**src/rtl/multicycle_control_fsm.sv**
```systemverilog
// ---------------------------------------------------------------------------
// multicycle_control_fsm
//
// Control unit for a multicycle RV32I datapath (R, I-ALU, load, store,
// beq/bne). Every instruction passes through FETCH -> DECODE and then, by
// class, through EXEC, MEM and WB. The opcode and funct fields are captured
// at the end of DECODE, and all later states decode from that copy.
//
// Ports
//   clk          system clock, rising edge
//   rst          asynchronous active-high reset
//   inst_control opcode, inst[6:0]
//   inst_alu     {funct7, funct3}; funct7[5] is inst_alu[8]
//   zero_flag    ALU result == 0 (used combinationally in EXEC for branches)
//   ir_en        fetch strobe / instruction latch enable
//   pc_en        PC load enable
//   sel          PC source: 0 = PC+4, 1 = PC+imm
//   sel2         write-back source: 0 = ALU, 1 = data memory
//   regw         register-file write enable
//   alu_src      ALU operand 2: 0 = rd2, 1 = imm
//   memw, memr   data-memory write / read
//   alu_op       ALU operation code
//   illegal      one-cycle pulse when an unsupported instruction is skipped
//   retired_cnt  count of completed instructions, wraps modulo 2^CNT_W
// ---------------------------------------------------------------------------
module multicycle_control_fsm #(
  parameter int CNT_W = 32
) (
  input  logic             clk,
  input  logic             rst,
  input  logic [6:0]       inst_control,
  input  logic [9:0]       inst_alu,
  input  logic             zero_flag,
  output logic             ir_en,
  output logic             pc_en,
  output logic             sel,
  output logic             sel2,
  output logic             regw,
  output logic             alu_src,
  output logic             memw,
  output logic             memr,
  output logic [3:0]       alu_op,
  output logic             illegal,
  output logic [CNT_W-1:0] retired_cnt
);

  // Opcodes
  localparam logic [6:0] OP_R      = 7'b0110011;
  localparam logic [6:0] OP_I      = 7'b0010011;
  localparam logic [6:0] OP_LOAD   = 7'b0000011;
  localparam logic [6:0] OP_STORE  = 7'b0100011;
  localparam logic [6:0] OP_BRANCH = 7'b1100011;

  // ALU operation codes
  localparam logic [3:0] ALU_AND  = 4'b0000;
  localparam logic [3:0] ALU_OR   = 4'b0001;
  localparam logic [3:0] ALU_ADD  = 4'b0010;
  localparam logic [3:0] ALU_XOR  = 4'b0011;
  localparam logic [3:0] ALU_SLL  = 4'b0100;
  localparam logic [3:0] ALU_SRL  = 4'b0101;
  localparam logic [3:0] ALU_SUB  = 4'b0110;
  localparam logic [3:0] ALU_SLT  = 4'b0111;
  localparam logic [3:0] ALU_SRA  = 4'b1000;
  localparam logic [3:0] ALU_SLTU = 4'b1001;

  typedef enum logic [2:0] {
    S_FETCH  = 3'd0,
    S_DECODE = 3'd1,
    S_EXEC   = 3'd2,
    S_MEM    = 3'd3,
    S_WB     = 3'd4
  } state_t;

  state_t     state;
  state_t     state_next;
  logic [6:0] op_lat;
  logic [9:0] funct_lat;

  // Raw FSM outputs, before the reset gate
  logic       ir_en_fsm;
  logic       pc_en_fsm;
  logic       sel_fsm;
  logic       sel2_fsm;
  logic       regw_fsm;
  logic       alu_src_fsm;
  logic       memw_fsm;
  logic       memr_fsm;
  logic [3:0] alu_op_fsm;
  logic       illegal_fsm;

  // -------------------------------------------------------------------------
  // Legality check on the live instruction; used only in DECODE, before
  // the fields have been latched.
  // -------------------------------------------------------------------------
  logic legal_live;

  always_comb begin
    legal_live = 1'b0;
    case (inst_control)
      OP_R, OP_I, OP_LOAD, OP_STORE: legal_live = 1'b1;
      OP_BRANCH:                     legal_live = (inst_alu[2:1] == 2'b00); // beq/bne
      default:                       legal_live = 1'b0;
    endcase
  end

  // -------------------------------------------------------------------------
  // Class decode on the latched copy
  // -------------------------------------------------------------------------
  logic       is_r;
  logic       is_i;
  logic       is_load;
  logic       is_store;
  logic       is_branch;
  logic       is_bne;
  logic       funct7_5;
  logic [2:0] funct3;
  logic       imm_src;
  logic [3:0] alu_exec;

  assign is_r      = (op_lat == OP_R);
  assign is_i      = (op_lat == OP_I);
  assign is_load   = (op_lat == OP_LOAD);
  assign is_store  = (op_lat == OP_STORE);
  assign is_branch = (op_lat == OP_BRANCH);
  assign funct3    = funct_lat[2:0];
  assign funct7_5  = funct_lat[8];
  assign is_bne    = funct3[0];
  assign imm_src   = is_i | is_load | is_store;

  // ALU code used in EXEC and held through WB. funct7[5] selects SUB only
  // for R-type (ADDI has immediate bits there), but selects SRA for both
  // R-type and I-type shifts, since SRAI encodes it the same way.
  always_comb begin
    alu_exec = ALU_ADD;
    if (is_load || is_store) begin
      alu_exec = ALU_ADD;
    end else if (is_branch) begin
      alu_exec = ALU_SUB;
    end else begin
      case (funct3)
        3'b000:  alu_exec = (is_r && funct7_5) ? ALU_SUB : ALU_ADD;
        3'b001:  alu_exec = ALU_SLL;
        3'b010:  alu_exec = ALU_SLT;
        3'b011:  alu_exec = ALU_SLTU;
        3'b100:  alu_exec = ALU_XOR;
        3'b101:  alu_exec = funct7_5 ? ALU_SRA : ALU_SRL;
        3'b110:  alu_exec = ALU_OR;
        default: alu_exec = ALU_AND;
      endcase
    end
  end

  // -------------------------------------------------------------------------
  // State register and instruction latch
  // -------------------------------------------------------------------------
  always_ff @(posedge clk or posedge rst) begin
    if (rst) begin
      state     <= S_FETCH;
      op_lat    <= '0;
      funct_lat <= '0;
    end else begin
      state <= state_next;
      if (state == S_DECODE) begin
        op_lat    <= inst_control;
        funct_lat <= inst_alu;
      end
    end
  end

  // -------------------------------------------------------------------------
  // Next state and outputs
  // -------------------------------------------------------------------------
  always_comb begin
    state_next  = state;
    ir_en_fsm   = 1'b0;
    pc_en_fsm   = 1'b0;
    sel_fsm     = 1'b0;
    sel2_fsm    = 1'b0;
    regw_fsm    = 1'b0;
    alu_src_fsm = 1'b0;
    memw_fsm    = 1'b0;
    memr_fsm    = 1'b0;
    alu_op_fsm  = ALU_AND;
    illegal_fsm = 1'b0;

    case (state)
      S_FETCH: begin
        ir_en_fsm  = 1'b1;
        state_next = S_DECODE;
      end

      S_DECODE: begin
        if (!legal_live) begin
          // Skip the instruction: advance PC by 4 without retiring it.
          illegal_fsm = 1'b1;
          pc_en_fsm   = 1'b1;
          state_next  = S_FETCH;
        end else begin
          state_next  = S_EXEC;
        end
      end

      S_EXEC: begin
        alu_op_fsm  = alu_exec;
        alu_src_fsm = imm_src;
        if (is_branch) begin
          pc_en_fsm  = 1'b1;
          sel_fsm    = is_bne ? ~zero_flag : zero_flag;
          state_next = S_FETCH;
        end else if (is_load || is_store) begin
          state_next = S_MEM;
        end else begin
          state_next = S_WB;
        end
      end

      S_MEM: begin
        alu_src_fsm = 1'b1;
        alu_op_fsm  = ALU_ADD;
        if (is_load) begin
          memr_fsm   = 1'b1;
          state_next = S_WB;
        end else begin
          memw_fsm   = 1'b1;
          pc_en_fsm  = 1'b1;
          state_next = S_FETCH;
        end
      end

      S_WB: begin
        regw_fsm    = 1'b1;
        pc_en_fsm   = 1'b1;
        sel2_fsm    = is_load;
        alu_op_fsm  = alu_exec;
        alu_src_fsm = imm_src;
        state_next  = S_FETCH;
      end

      default: begin
        state_next = S_FETCH;
      end
    endcase
  end

  // Outputs are forced low while rst is high, so an in-flight regw/memw
  // is cut off in the same cycle reset arrives rather than at the next edge.
  assign ir_en   = ir_en_fsm   & ~rst;
  assign pc_en   = pc_en_fsm   & ~rst;
  assign sel     = sel_fsm     & ~rst;
  assign sel2    = sel2_fsm    & ~rst;
  assign regw    = regw_fsm    & ~rst;
  assign alu_src = alu_src_fsm & ~rst;
  assign memw    = memw_fsm    & ~rst;
  assign memr    = memr_fsm    & ~rst;
  assign alu_op  = rst ? 4'b0000 : alu_op_fsm;
  assign illegal = illegal_fsm & ~rst;

  // -------------------------------------------------------------------------
  // Retired-instruction counter: every PC update except an illegal skip
  // marks a completed instruction.
  // -------------------------------------------------------------------------
  always_ff @(posedge clk or posedge rst) begin
    if (rst) begin
      retired_cnt <= '0;
    end else if (pc_en && !illegal) begin
      retired_cnt <= retired_cnt + 1'b1;
    end
  end

endmodule

```
**config.mk**
```make
export PLATFORM = sky130hd
export DESIGN_NAME = multicycle_control_fsm
export DESIGN_NICKNAME = d
export VERILOG_FILES = /design/src/rtl/multicycle_control_fsm.sv
export SDC_FILE = /design/constraint.sdc
export NUM_CORES = 1
export LEC_CHECK = 0
export ABC_AREA = 1
export CAP_MARGIN = 20
export CORE_MARGIN = 3
export CORE_UTILIZATION = 56
export DETAILED_ROUTE_END_ITERATION = 8
export MAX_ROUTING_LAYER = met4
export PLACE_DENSITY_LB_ADDON = 0.05
export REMOVE_ABC_BUFFERS = 1
export SYNTH_ARGS = -nofsm -noshare
export SYNTH_HDL_FRONTEND = slang
export SYNTH_SLANG_ARGS = --single-unit
```
**constraint.sdc**
```tcl
create_clock -name clk -period 5.3 [get_ports clk]
set_input_delay 0.53 -clock clk [delete_from_list [all_inputs] [get_ports clk]]
set_output_delay 0.53 -clock clk [all_outputs]
set_load 0.01 [all_outputs]
```
; Word level (Yosys, flattened, before mapping)
; Cells that the tools add are included.
[word_totals]
register_bits = 51
in_bits = 20
out_inout_bits = 45
wordCells = 75
[classes]
addsub = 1
eq_ne = 20
mux = 28
bitwise_logic = 13
reduce_logical = 9
[op_table]
columns = operator, count
row1 = $add A32 B1 Y32 const B, 1
row2 = $eq A7 B6 Y1 const B, 4
row3 = $pmux W4 S7, 1
row4 = $mux W4, 4
row5 = $eq A7 B2 Y1 const B, 2
row6 = $eq A7 B5 Y1 const B, 2
row7 = $eq A7 B7 Y1 const B, 2
row8 = $mux W1, 13
row9 = $eq A3 B2 Y1 const B, 4
row10 = $eq A3 B3 Y1 const B, 4
row11 = $mux W3, 4
row12 = $pmux W3 S4, 1
row13 = $and A1 B1 Y1, 9
row14 = $pmux W4 S2, 1
row15 = $eq A3 B1 Y1 const B, 2
row16 = $logic_not A3 Y1, 2
row17 = $pmux W1 S2, 2
row18 = $pmux W1 S4, 1
row19 = $reduce_or A4 Y1, 1
row20 = $logic_and A1 B1 Y1, 2
row21 = $logic_not A2 Y1, 1
row22 = $mux W2, 1
row23 = $not A1 Y1, 2
row24 = $or A1 B1 Y1, 2
row25 = 3 further kinds, 3

; Logic depth before layout (Yosys ltp)
[depth]
ltp_word = 8
ltp_mapped = 10

; Least setup slack after synthesis
; No wires, ideal clock.
[synth_path]
path_type = input port to flip-flop
from = input port rst
to = register retired_cnt[11]
setup_ns = 0.075
t_arrival_ns = 2.506
slack_ns = 2.719
stages = 4
path_buffers = 1
path_cell_list = clkinv_1 clkbuf_1 nand4_1 nand2_1
[synth_between]
elab_chain_cells = 4
[synth_rtl]
columns = item, line
row1 = "start, declared", 30  ; input logic rst,
row2 = $not A1 Y1 (*), "248, 256"
row3 = $and A1 B1 Y1, 256  ; assign illegal = illegal_fsm & ~rst;
row4 = $logic_not A1 Y1, 265  ; end else if (pc_en && !illegal) begin
row5 = $logic_and A1 B1 Y1 (*), 265
row6 = "end signal, assigned", 266  ; retired_cnt <= retired_cnt + 1'b1;
row7 = "end, declared", 44  ; output logic [CNT_W-1:0] retired_cnt
; Mark *: on every way between the ends. The rest lies on a longest branch, timed or not.
; A chain may end at the register's enable or synchronous reset.

; Worst setup path after layout
[layout_path]
from = input port rst
to = output port alu_op[3]
[layout_between]
elab_chain_cells = 1
[layout_rtl]
columns = item, line
row1 = $mux W4, 255  ; assign alu_op = rst ? 4'b0000 : alu_op_fsm;
row2 = "end, declared", 42  ; output logic [3:0] alu_op,
; Every way passes these cells.

==> flow_summary.toml <==
[global_route]
grt_max_degree = 44
grt_overflow_total = 0
grt_use_total_pct = 26.86
grt_pass1_vias = 3136
antenna_found_initial = 0
grt_pass1_wl_um = 13680

[logic_synthesis]
postSynthAreaPerCell_um2 = 6.425
yosysSeqAreaShare_pct = 36.71
synth-edff-count = 0
synthArstFlopShare_pct = 100.0
synth_flop_cell = "dfrtp_1"
synth_area_um2 = 3136
synth_seq_cells = 46
yosysUniqueCellTypes = 28
yosysWarnings = 0
postSynthCellCount = 488

[pwr]
ir_drop_uv = 251.7
pwr-share-seq_pct = 43.7
clock_power_share_pct = 21.0
combinationalPowerShare_pct = 35.3
power_per_cell_area_nw_per_um2 = 276.1
switchingPower_uw = 435.8
p_leak_uw = 0.001758
swShare_pct = 41.18
p_int_uw = 622.5

[cells_and_area]
area_growth_syn_to_layout_pct = 22.27
most-common-layout-cells = "nand2_1 (207), clkdlybuf4s50_1 (58), nor2_1 (57)"
layout.cells.most_common = "nand2_1"
antenna_cells = 0
multiInputGateArea_um2 = 1710
drive_gt1_share_pct = 5.351
nNetsFinal = 562
regArea_um2 = 1151
fill_cells = 474

[setup_path]
arrival_ns = 2.93
crit_chain = "clkdlybuf4s50_1 > inv_2 > nand2_1 > o21ai_1 > o21ai_1 > nor4_1 > clkdlybuf4s50_1"
cp-end-kind = "output pin"
reg2reg_from = "state[2]"
crit_fanout = 39
rr_endpoint = "retired_cnt[26]"
startpoint_type = "input port"
crit_slowest_cell = "inv_2"
worstPathRequired_ns = 4.77
rr_worst_depth = 8
crit_family = "buffers and inverters"
critPathKind = "in2out"
critPathBufInv = 3
cp_slowest_stage_delay_ns = 0.60
ff2ff_setup_slack_ns = 2.20

[placement]
dp_hpwl_um = 5733
dp_slack_ns = 1.823
place.gp.congestion = 0.9642
numPortBuffers = 58

[clock_network]
insertion_delay_ns = 0.31
cts_setup_buffers = 0
cts_buffers = 5
clockBufferDepth = 2
htree_levels = 2
ctsHoldBuffers = 0
cts_tree = "yes"
cts.clk_slew.worst_paths_ns = 0.09
cts_resized = 0
cts_root_buffer = "clkbuf_8"
clock_sinks = 46

[min_path]
hold_path_depth = 2
hp-start = "op_lat[0]"
whs_endpoint = "op_lat[0]"
hp-class = "reg2reg"

[detailed_routing]
dr.first_iter.drc_count = 213
ant_nets = 0
drt-vias-per-instance = 5.498
drc = 0
vias = 3365
wl_per_cell_um = 12.98
wirelength_um = 7942
first_pass_iters = 5

[timing]
worst_pin_slew_ns = 0.7512
setup_slack_ns = 1.842
slew_headroom_pct = 49.75
hold_viol = 0
slew_viol_final = 0
timing.setup.tns_ns = 0
skew_ns = 0.006911
clock.fmax_mhz = 289.2
final.period_utilization_pct = 65.25
rsz0062_at_grt = "no"
period_minus_slack_ns = 3.458
final-setup-viol-count = 0

[run]
cap_violations = 0

[outcome]
status = "complete, no violations"

[floorplanning]
rows = 26
pin_count = 65
die_x_um = 80.83
die-area_um2 = 6533
core_um2 = 5270
start_util_pct = 59.50
die_y_um = 80.83
[worst max path at each step]
stage	startpoint	end	slack, ns	depth (start not counted)
after floorplan	rst	alu_op[3]	1.97	5
after global placement	rst	alu_op[3]	1.84	7
final	rst	alu_op[3]	1.84	7
after detailed placement	rst	alu_op[3]	1.82	7
after CTS	rst	alu_op[3]	1.82	7
after global routing	rst	alu_op[3]	1.52	7
[registers in the layout (all words and copies together) (netlist names)]
name,flops
retired_cnt,32
op_lat,7
funct_lat,4
state,3
[synth_stat cells (4+ instances only)]
cell type    n  share of area (%)
nand3_1     20                3.2
inv_2        4               0.48
nand4_1     34                6.8
nand2_1    207                 25
dfrtp_1     46                 37
xnor2_1      6                1.7
nor2_1      57                6.8
inv_1       46                5.5
clkbuf_1     9                1.1
nor3_1       6               0.96
o21ai_0     16                2.6
xor2_1       5                1.4
nand2_2      4               0.80
[cells by family after synthesis]
group           synth area share [%]
buf+inv                        8.739
xor+xnor                       3.073
flops                          36.71
compound gates                 4.430
fa+ha+maj                     0.3990
simple gates                   46.65
[layer usage]
layer	routed length, um	vias to the layer above	track usage (%)
met5	0	-	-
met4	111	0	7.432
met3	556	13	4.324
met2	3829	132	44.99
met1	3445	1561	33.71
li1	-	1659	-
[worst reg2reg max path, delay by kind of cell, from the launching register on]
family,cells,cell delay [ns]
buffers and inverters,2,0.60
DFF,1,0.44
and+or+nand+nor,6,1.93
[power groups by stage]
stage                     clock (uW)  sequential [uW]  combinational (uW)
after floorplan                    0              466                 235
after global placement             0              466                 366
after detailed placement           0              469                 369
after CTS                        223              462                 372
after global routing             236              472                 419
final                            222              463                 373
[metrics by stage]
step           power (uW)  hold WS (ns)  util (%)  std cells  area (um2)
2_1_floorplan       700.8        0.4417         -        473        3053
3_3_place_gp        831.8        0.4571     71.04        604        3744
3_5_place_dp        837.9        0.4652     71.04        604        3744
4_1_cts              1057        0.4878     72.74        612        3834
5_1_grt              1128        0.5137     72.74        612        3834
6_report             1058        0.4888     72.74        612        3834
[final cells by class]
type                       instances  area share (%)
multi-input combinational        376           44.61
sequential                        46           30.03
timing repair buffer              61           15.73
inverter                          51           4.993
tap                               70           2.285
clock buffer                       5           1.795
clock inverter                     3          0.5548
No activity file was read; power rests on OpenSTA's default activity.
